<file path="src/rtl/oam_dma_ctrl_if.sv">
// Bus bundle between the OAM DMA engine, the CPU/memory side and the PPU OAM port.
interface oam_dma_ctrl_if;
  logic [15:0] cpu_addr;
  logic        cpu_we;
  logic [7:0]  cpu_wdata;
  logic [7:0]  mem_rdata;
  logic        oam_dma;
  logic [15:0] dma_addr;
  logic        dma_re;
  logic [7:0]  oam_addr;
  logic [7:0]  oam_data_in;
  logic        oam_we;
  logic        dma_done;

  // Strobe semantics: cpu_we qualifies cpu_addr/cpu_wdata in the same cycle, dma_re
  // qualifies dma_addr and mem_rdata answers one cycle later, oam_we qualifies
  // oam_addr/oam_data_in; there is no back-pressure on any of these transfers.
  modport master (
    output cpu_addr, cpu_we, cpu_wdata, mem_rdata,
    input  oam_dma, dma_addr, dma_re, oam_addr, oam_data_in, oam_we, dma_done
  );

  modport slave (
    input  cpu_addr, cpu_we, cpu_wdata, mem_rdata,
    output oam_dma, dma_addr, dma_re, oam_addr, oam_data_in, oam_we, dma_done
  );
endinterface

</file>
<file path="src/rtl/oam_dma_ctrl.sv">
// Sprite OAM DMA engine: a CPU write to REG_ADDR halts the CPU and copies one
// page of CPU space into PPU OAM, alternating read and write cycles.
module oam_dma_ctrl #(
  parameter logic [15:0] REG_ADDR = 16'h4014,
  parameter int unsigned XFER_LEN = 256
) (
  input  logic           clk,
  input  logic           reset,
  oam_dma_ctrl_if.slave  bus,
  output logic [2:0]     state_dbg
);

  typedef enum logic [2:0] {
    IDLE  = 3'd0,
    HALT  = 3'd1,
    ALIGN = 3'd2,
    READ  = 3'd3,
    WRITE = 3'd4
  } state_t;

  localparam logic [7:0] LAST_IDX = 8'(XFER_LEN - 1);

  state_t     state;
  logic [7:0] page;
  logic [7:0] idx;
  logic       cycle_odd;
  logic       done_q;

  always_ff @(posedge clk) begin
    if (reset) begin
      state     <= IDLE;
      page      <= 8'h00;
      idx       <= 8'h00;
      cycle_odd <= 1'b0;
      done_q    <= 1'b0;
    end else begin
      cycle_odd <= ~cycle_odd;
      done_q    <= 1'b0;
      case (state)
        IDLE: begin
          if (bus.cpu_we && (bus.cpu_addr == REG_ADDR)) begin
            page  <= bus.cpu_wdata;
            idx   <= 8'h00;
            state <= HALT;
          end
        end
        // An extra cycle is spent when the halt lands on an odd cycle so reads start aligned.
        HALT:  state <= cycle_odd ? ALIGN : READ;
        ALIGN: state <= READ;
        READ:  state <= WRITE;
        WRITE: begin
          if (idx != LAST_IDX) begin
            idx   <= idx + 8'd1;
            state <= READ;
          end else begin
            done_q <= 1'b1;
            state  <= IDLE;
          end
        end
        default: state <= IDLE;
      endcase
    end
  end

  // idx is only 8 bits, so {page, idx} can never leave the latched page.
  assign bus.oam_dma     = (state != IDLE);
  assign bus.dma_re      = (state == READ);
  assign bus.dma_addr    = (state == READ) ? {page, idx} : 16'h0000;
  assign bus.oam_we      = (state == WRITE);
  assign bus.oam_addr    = (state == WRITE) ? idx : 8'h00;
  assign bus.oam_data_in = (state == WRITE) ? bus.mem_rdata : 8'h00;
  assign bus.dma_done    = done_q;
  assign state_dbg       = state;

endmodule

</file>
<file path="src/flat_wrapper.sv">
// flat-port wrapper written by rule: the top's interface ports become plain ports
module oam_dma_ctrl_flat 
#(
  parameter logic [15:0] REG_ADDR = 16'h4014,
  parameter int unsigned XFER_LEN = 256
)
  (clk, reset, state_dbg, bus_cpu_addr, bus_cpu_we, bus_cpu_wdata, bus_mem_rdata, bus_oam_dma, bus_dma_addr, bus_dma_re, bus_oam_addr, bus_oam_data_in, bus_oam_we, bus_dma_done);
  oam_dma_ctrl_if bus_i ();
  input  logic clk;
  input  logic reset;
  output logic [2:0] state_dbg;
  input wire logic [$bits(bus_i.cpu_addr)-1:0] bus_cpu_addr;
  input wire logic [$bits(bus_i.cpu_we)-1:0] bus_cpu_we;
  input wire logic [$bits(bus_i.cpu_wdata)-1:0] bus_cpu_wdata;
  input wire logic [$bits(bus_i.mem_rdata)-1:0] bus_mem_rdata;
  output wire logic [$bits(bus_i.oam_dma)-1:0] bus_oam_dma;
  output wire logic [$bits(bus_i.dma_addr)-1:0] bus_dma_addr;
  output wire logic [$bits(bus_i.dma_re)-1:0] bus_dma_re;
  output wire logic [$bits(bus_i.oam_addr)-1:0] bus_oam_addr;
  output wire logic [$bits(bus_i.oam_data_in)-1:0] bus_oam_data_in;
  output wire logic [$bits(bus_i.oam_we)-1:0] bus_oam_we;
  output wire logic [$bits(bus_i.dma_done)-1:0] bus_dma_done;
  assign bus_i.cpu_addr = bus_cpu_addr;
  assign bus_i.cpu_we = bus_cpu_we;
  assign bus_i.cpu_wdata = bus_cpu_wdata;
  assign bus_i.mem_rdata = bus_mem_rdata;
  assign bus_oam_dma = bus_i.oam_dma;
  assign bus_dma_addr = bus_i.dma_addr;
  assign bus_dma_re = bus_i.dma_re;
  assign bus_oam_addr = bus_i.oam_addr;
  assign bus_oam_data_in = bus_i.oam_data_in;
  assign bus_oam_we = bus_i.oam_we;
  assign bus_dma_done = bus_i.dma_done;
  oam_dma_ctrl #(.REG_ADDR(REG_ADDR), .XFER_LEN(XFER_LEN)) u_core (.clk(clk), .reset(reset), .bus(bus_i), .state_dbg(state_dbg));
endmodule
</file>
<file path="config.mk">
export PLATFORM = sky130hd
export DESIGN_NAME = oam_dma_ctrl_flat
export DESIGN_NICKNAME = d
export VERILOG_FILES = /design/src/rtl/oam_dma_ctrl_if.sv /design/src/rtl/oam_dma_ctrl.sv /design/src/flat_wrapper.sv
export SDC_FILE = /design/constraint.sdc
export NUM_CORES = 1
export LEC_CHECK = 0
export BUFFER_PORTS_ARGS = -buffer_cell sky130_fd_sc_hd__buf_2
export CORE_MARGIN = 2
export CORE_UTILIZATION = 39
export CTS_CLUSTER_DIAMETER = 100
export CTS_CLUSTER_SIZE = 16
export DETAILED_ROUTE_END_ITERATION = 7
export MAX_ROUTING_LAYER = met4
export PLACE_DENSITY_LB_ADDON = 0.25
export SYNTH_ARGS = -nofsm -noshare
export SYNTH_HDL_FRONTEND = slang
export SYNTH_SLANG_ARGS = --single-unit
</file>
<file path="constraint.sdc">
create_clock -name clk -period 1.3 [get_ports clk]
set_input_delay 0.13 -clock clk [delete_from_list [all_inputs] [get_ports clk]]
set_output_delay 0.13 -clock clk [all_outputs]
set_load 0.01 [all_outputs]
</file>
==> Word-level counts from Yosys, hierarchy flattened <==
Cells that the tools add are included.
{ "op_classes": {"reduce_logical": 7, "eq_ne": 8, "n_bitwise": 2, "muxes": 11, "add_sub_neg": 1} }
{ "ops": {"columns": ["cell", "n"], "rows": [
  ["$mux W8", 4],
  ["$eq A16 B15 Y1 const B", 1],
  ["$mux W16", 1],
  ["$pmux W8 S2", 1],
  ["$pmux W3 S5", 1],
  ["$add A8 B1 Y8 const B", 1],
  ["$ne A8 B8 Y1 const B", 1],
  ["$eq A3 B2 Y1 const B", 2],
  ["$ne A2 B1 Y1 const B", 2],
  ["$eq A3 B1 Y1 const B", 1],
  ["$eq A3 B3 Y1 const B", 1],
  ["$logic_not A3 Y1", 1],
  ["$mux W3", 1],
  ["$reduce_and A3 Y1", 1],
  ["$reduce_bool A3 Y1", 1],
  ["$mux W1", 2],
  ["$mux W2", 1],
  ["$not A1 Y1", 2],
  ["$reduce_and A2 Y1", 1],
  ["$reduce_bool A2 Y1", 1],
  ["$reduce_or A2 Y1", 1],
  ["$logic_and A1 B1 Y1", 1]
]} }
{ "word_totals": {"regBits": 21, "in_bits": 35} }

==> Depth between registers and ports, before layout <==
{ "depth": {"word_depth": 4, "ltp_mapped": 6} }

==> Worst setup path before layout <==
OpenSTA, ideal clock, no wires.
{ "synth_path": {"kind": "register to output", "start": "reg u_core.state[2] (netlist: u_core.state_dbg[2])", "end": "out bus_oam_addr[0]", "arrival_ns": 1.353, "path_stages_with_launch": 6, "path_slack_ns": -0.183, "n_path_buf": 2, "cell_sequence": "dfxtp_1 > or3b_1 > buf_2 > inv_2 > buf_2 > and2_1"} }
{ "synth_between": {"elab_chain_cells": 2} }
{ "synth_lines": {"columns": ["item", "line", "text"], "rows": [
  ["start, declared", "oam_dma_ctrl.sv:23", "state_t state;"],
  ["start signal, assigned", "oam_dma_ctrl.sv:48", "HALT: state <= cycle_odd ? ALIGN : READ;"],
  ["$eq A3 B3 Y1", null, null],
  ["named net bus_oam_we", "flat_wrapper.sv:21", "output wire logic [$bits(bus_i.oam_we)-1:0] bus_oam_we;"],
  ["$mux W8", "oam_dma_ctrl.sv:70", "assign bus.oam_addr = (state == WRITE) ? idx : 8'h00;"],
  ["end, declared", "flat_wrapper.sv:19", "output wire logic [$bits(bus_i.oam_addr)-1:0] bus_oam_addr;"]
]} }
The timed path passes the listed nets, and every way through them passes these cells.

==> Worst setup path after layout <==
{ "layout_path": {"start": "reg u_core.state[2] (netlist: u_core.state_dbg[2])", "end": "out bus_oam_addr[6]"} }
{ "layout_between": {"elab_chain_cells": 2} }
{ "layout_lines": {"columns": ["item", "line"], "rows": [
  ["$eq A3 B3 Y1", "oam_dma_ctrl.sv:70"],
  ["$mux W8", "oam_dma_ctrl.sv:70"]
]} }
Every way passes these cells.

==> flow_summary.json <==
{
  "grt_pass1_wl_um": 6900,
  "cp_num_buf_inv": 2,
  "max_cap_viol_count": 0,
  "drtAntennaViolNets": 0,
  "grt.total_usage": 0.2546,
  "max_stage_delay_ns": 0.47,
  "ys_ff_latch": 21,
  "hp-start": "bus_cpu_wdata[5]",
  "cp_top_family": "simple AND/OR/NAND/NOR gates",
  "ys_seq_area_frac": 0.3360,
  "failed_checks": "setup timing",
  "portBuffers": 73,
  "r2r-start": "u_core.state_dbg[2]",
  "ys_types": 36,
  "route.detailed.drc": 0,
  "syn-cell-area_um2": 1251,
  "cts_tree": "built",
  "fin_skew_ns": 0.001441,
  "crit_required_ns": 1.17,
  "gp_congestion": 0.7667,
  "status": "complete, but fails checks",
  "clkTransAtPathRegs_ns": 0.12,
  "finalHoldViolCount": 0,
  "start_util": 0.4098,
  "rsz0062_at_grt": "true",
  "total_power_mw": 1.436,
  "hold_class": "in2reg",
  "cts_buffer_depth": 2,
  "die_x_um": 60.64,
  "antenna_found_initial": 0,
  "async_reset_ff_frac": 0,
  "cts_root_buf": "clkbuf_4",
  "slew_viol_final": 0,
  "final_cell_mix": "buf_2 (57), buf_4 (28), buf_6 (24), and2_1 (17), dfxtp_1 (17)",
  "r2r-end": "u_core.idx[3]",
  "rows": 20,
  "vias_per_cell": 5.191,
  "diodes": 0,
  "critPathArrivalTime_ns": 1.53,
  "tightest_slew_ns": 0.4666,
  "yosys-top-cells-area": "dfxtp_1 (34%), and2_1 (17%), nand4_1 (5.5%)",
  "setup_viol_count_final": 49,
  "grt_max_degree": 15,
  "power_density_nw_per_um2": 651.5,
  "hold_depth": 3,
  "hold_buffers": 0,
  "ys.warnings.count": 0,
  "synthCells": 160,
  "die_h_um": 60.64,
  "hold_path_end": "u_core.page[5]",
  "totalWireLength_um": 4343,
  "fmax_mhz": 603.7,
  "crit_path_max_fanout": 6,
  "area_growth_pct": 76.20,
  "dieArea_um2": 3677,
  "crit_slowest_cell": "or3b_4",
  "final_nets": 302,
  "min_period_ns": 1.656,
  "synth-main-ff-cell": "dfxtp_1",
  "io-pin-count": 74,
  "wire_per_inst_um": 14.06,
  "cts_buffers": 3,
  "avgSynthCellArea_um2": 7.820,
  "grt_pass1_vias": 1509,
  "fin_util": 0.7221,
  "path_cells": "or3b_4 > clkinvlp_4 > and2_4 > buf_6",
  "hpwl_um": 2895,
  "critPathKind": "reg2out",
  "drive_above_1_share": 0.5698,
  "core_area_um2": 3053,
  "drt-pass1-iter-count": 4,
  "cp-end-kind": "primary output",
  "power_leakage_nw": 1.016,
  "fin_ws_ns": -0.3563,
  "clkLatencyLatePin_ns": 0.30,
  "cts.sinks": 21,
  "r2r_cells": 4,
  "synth_top_area_cell": "dfxtp_1",
  "cp-start-kind": "register",
  "r2r_slack_ns": -0.24,
  "stdcell_count": 309,
  "peakVddDrop_uv": 518.3,
  "n_fill_cell": 255,
  "post-place-ws_ns": -0.1807,
  "timing.hold.ws_ns": 0.06238,
  "synth_top_area_frac": 0.3360,
  "mostFrequentLayoutCell": "buf_2",
  "syn_nets": 196,
  "finalCritPeriodShare": 1.274,
  "synth_edf_count": 0,
  "drt-initial-drc-count": 56,
  "max_slew_margin": 0.6861,
  "via_count": 1604,
  "placed_cells": 295,
  "grt.overflow.total": 0,
  "htree_levels": 1
}
==> area by class of cell <==
cell class,instances,area [um^2],share of cell area
inverter,3,16.27,0.007378
timing repair buffer,109,765.7,0.3473
clock inverter,1,5.005,0.002270
clock buffer,3,22.52,0.01022
timing repair inverter,3,21.27,0.009648
tap,44,55.05,0.02497
sequential,21,427.9,0.1941
multi-input combinational,125,890.9,0.4041
==> synth_stat cells (2+ instances only) <==
cell type  count
nor3_1         2
nor2b_1        3
a21oi_1       13
o21ai_0        9
mux2i_1        2
inv_1          2
nand3_1        6
and2_1        33
and3_1         2
clkbuf_1       6
buf_2          5
o211ai_1       8
nand3b_1       2
nand2_1        5
nand4_1       11
nor2_1         8
dfxtp_1       21
a31oi_1        3
or3_1          2
==> layer usage <==
layer,track usage,wire [um],up-vias
li1,-,-,789
met1,0.3046,1788,754
met2,0.4531,2307,59
met3,0.02345,232,2
met4,0.07143,15,0
met5,-,0,-
==> worst reg2reg max path, stage by stage, from the launching register on <==
cell and delay [ns]:
dfxtp_4 0.37, or3b_4 0.47, buf_4 0.17, or3_1 0.34, a31oi_1 0.14
==> stage by stage <==
stage	setup TNS [ns]	cell area [um^2]
6_report	-11.33	2205
5_1_grt	-14.63	2205
4_1_cts	-11.24	2172
3_5_place_dp	-3.962	1903
3_3_place_gp	-3.096	1903
2_1_floorplan	-0.8479	1330
==> power breakdown <==
part	switching (mW)	internal [mW]	leakage [nW]
sequential	0.0129	0.663	0.172
clock	0.209	0.115	0.0177
combinational	0.212	0.224	0.826
==> worst max path at each step <==
stage                           end  cells after the start  slack (ns)           startpoint
floorplan             u_core.idx[3]                      4       -0.07  u_core.state_dbg[1]
global placement      u_core.idx[0]                      5       -0.13  u_core.state_dbg[1]
detailed placement    u_core.idx[2]                      5       -0.18  u_core.state_dbg[1]
CTS                 bus_oam_addr[4]                      4       -0.34  u_core.state_dbg[2]
global route        bus_oam_addr[6]                      4       -0.41  u_core.state_dbg[2]
finish              bus_oam_addr[6]                      4       -0.36  u_core.state_dbg[2]
==> registers in the layout, indices dropped and copies added, names as in the netlist <==
name,count
u_core.idx,8
u_core.page,8
u_core.state_dbg,3
u_core.bus.dma_done,1
u_core.cycle_odd,1
==> kinds of logic after synthesis <==
group           Yosys count  share of synthesized area
simple gates             81                     0.3870
compound gates           38                     0.1840
flops                    21                     0.3360
buf+inv                  15                    0.05300
xor+xnor                  2                    0.01400
mux                       2                    0.01600
fa+ha+maj                 1                   0.009998
==> timing repair <==
item | CTS | global route
setup endpoints to repair | 54 | 54
pin swaps | 21 | 10
buffers inserted | 4 | 2
resized for setup | 36 | 10
cloned | 5 | 0
No activity file was read; power rests on OpenSTA's default activity.
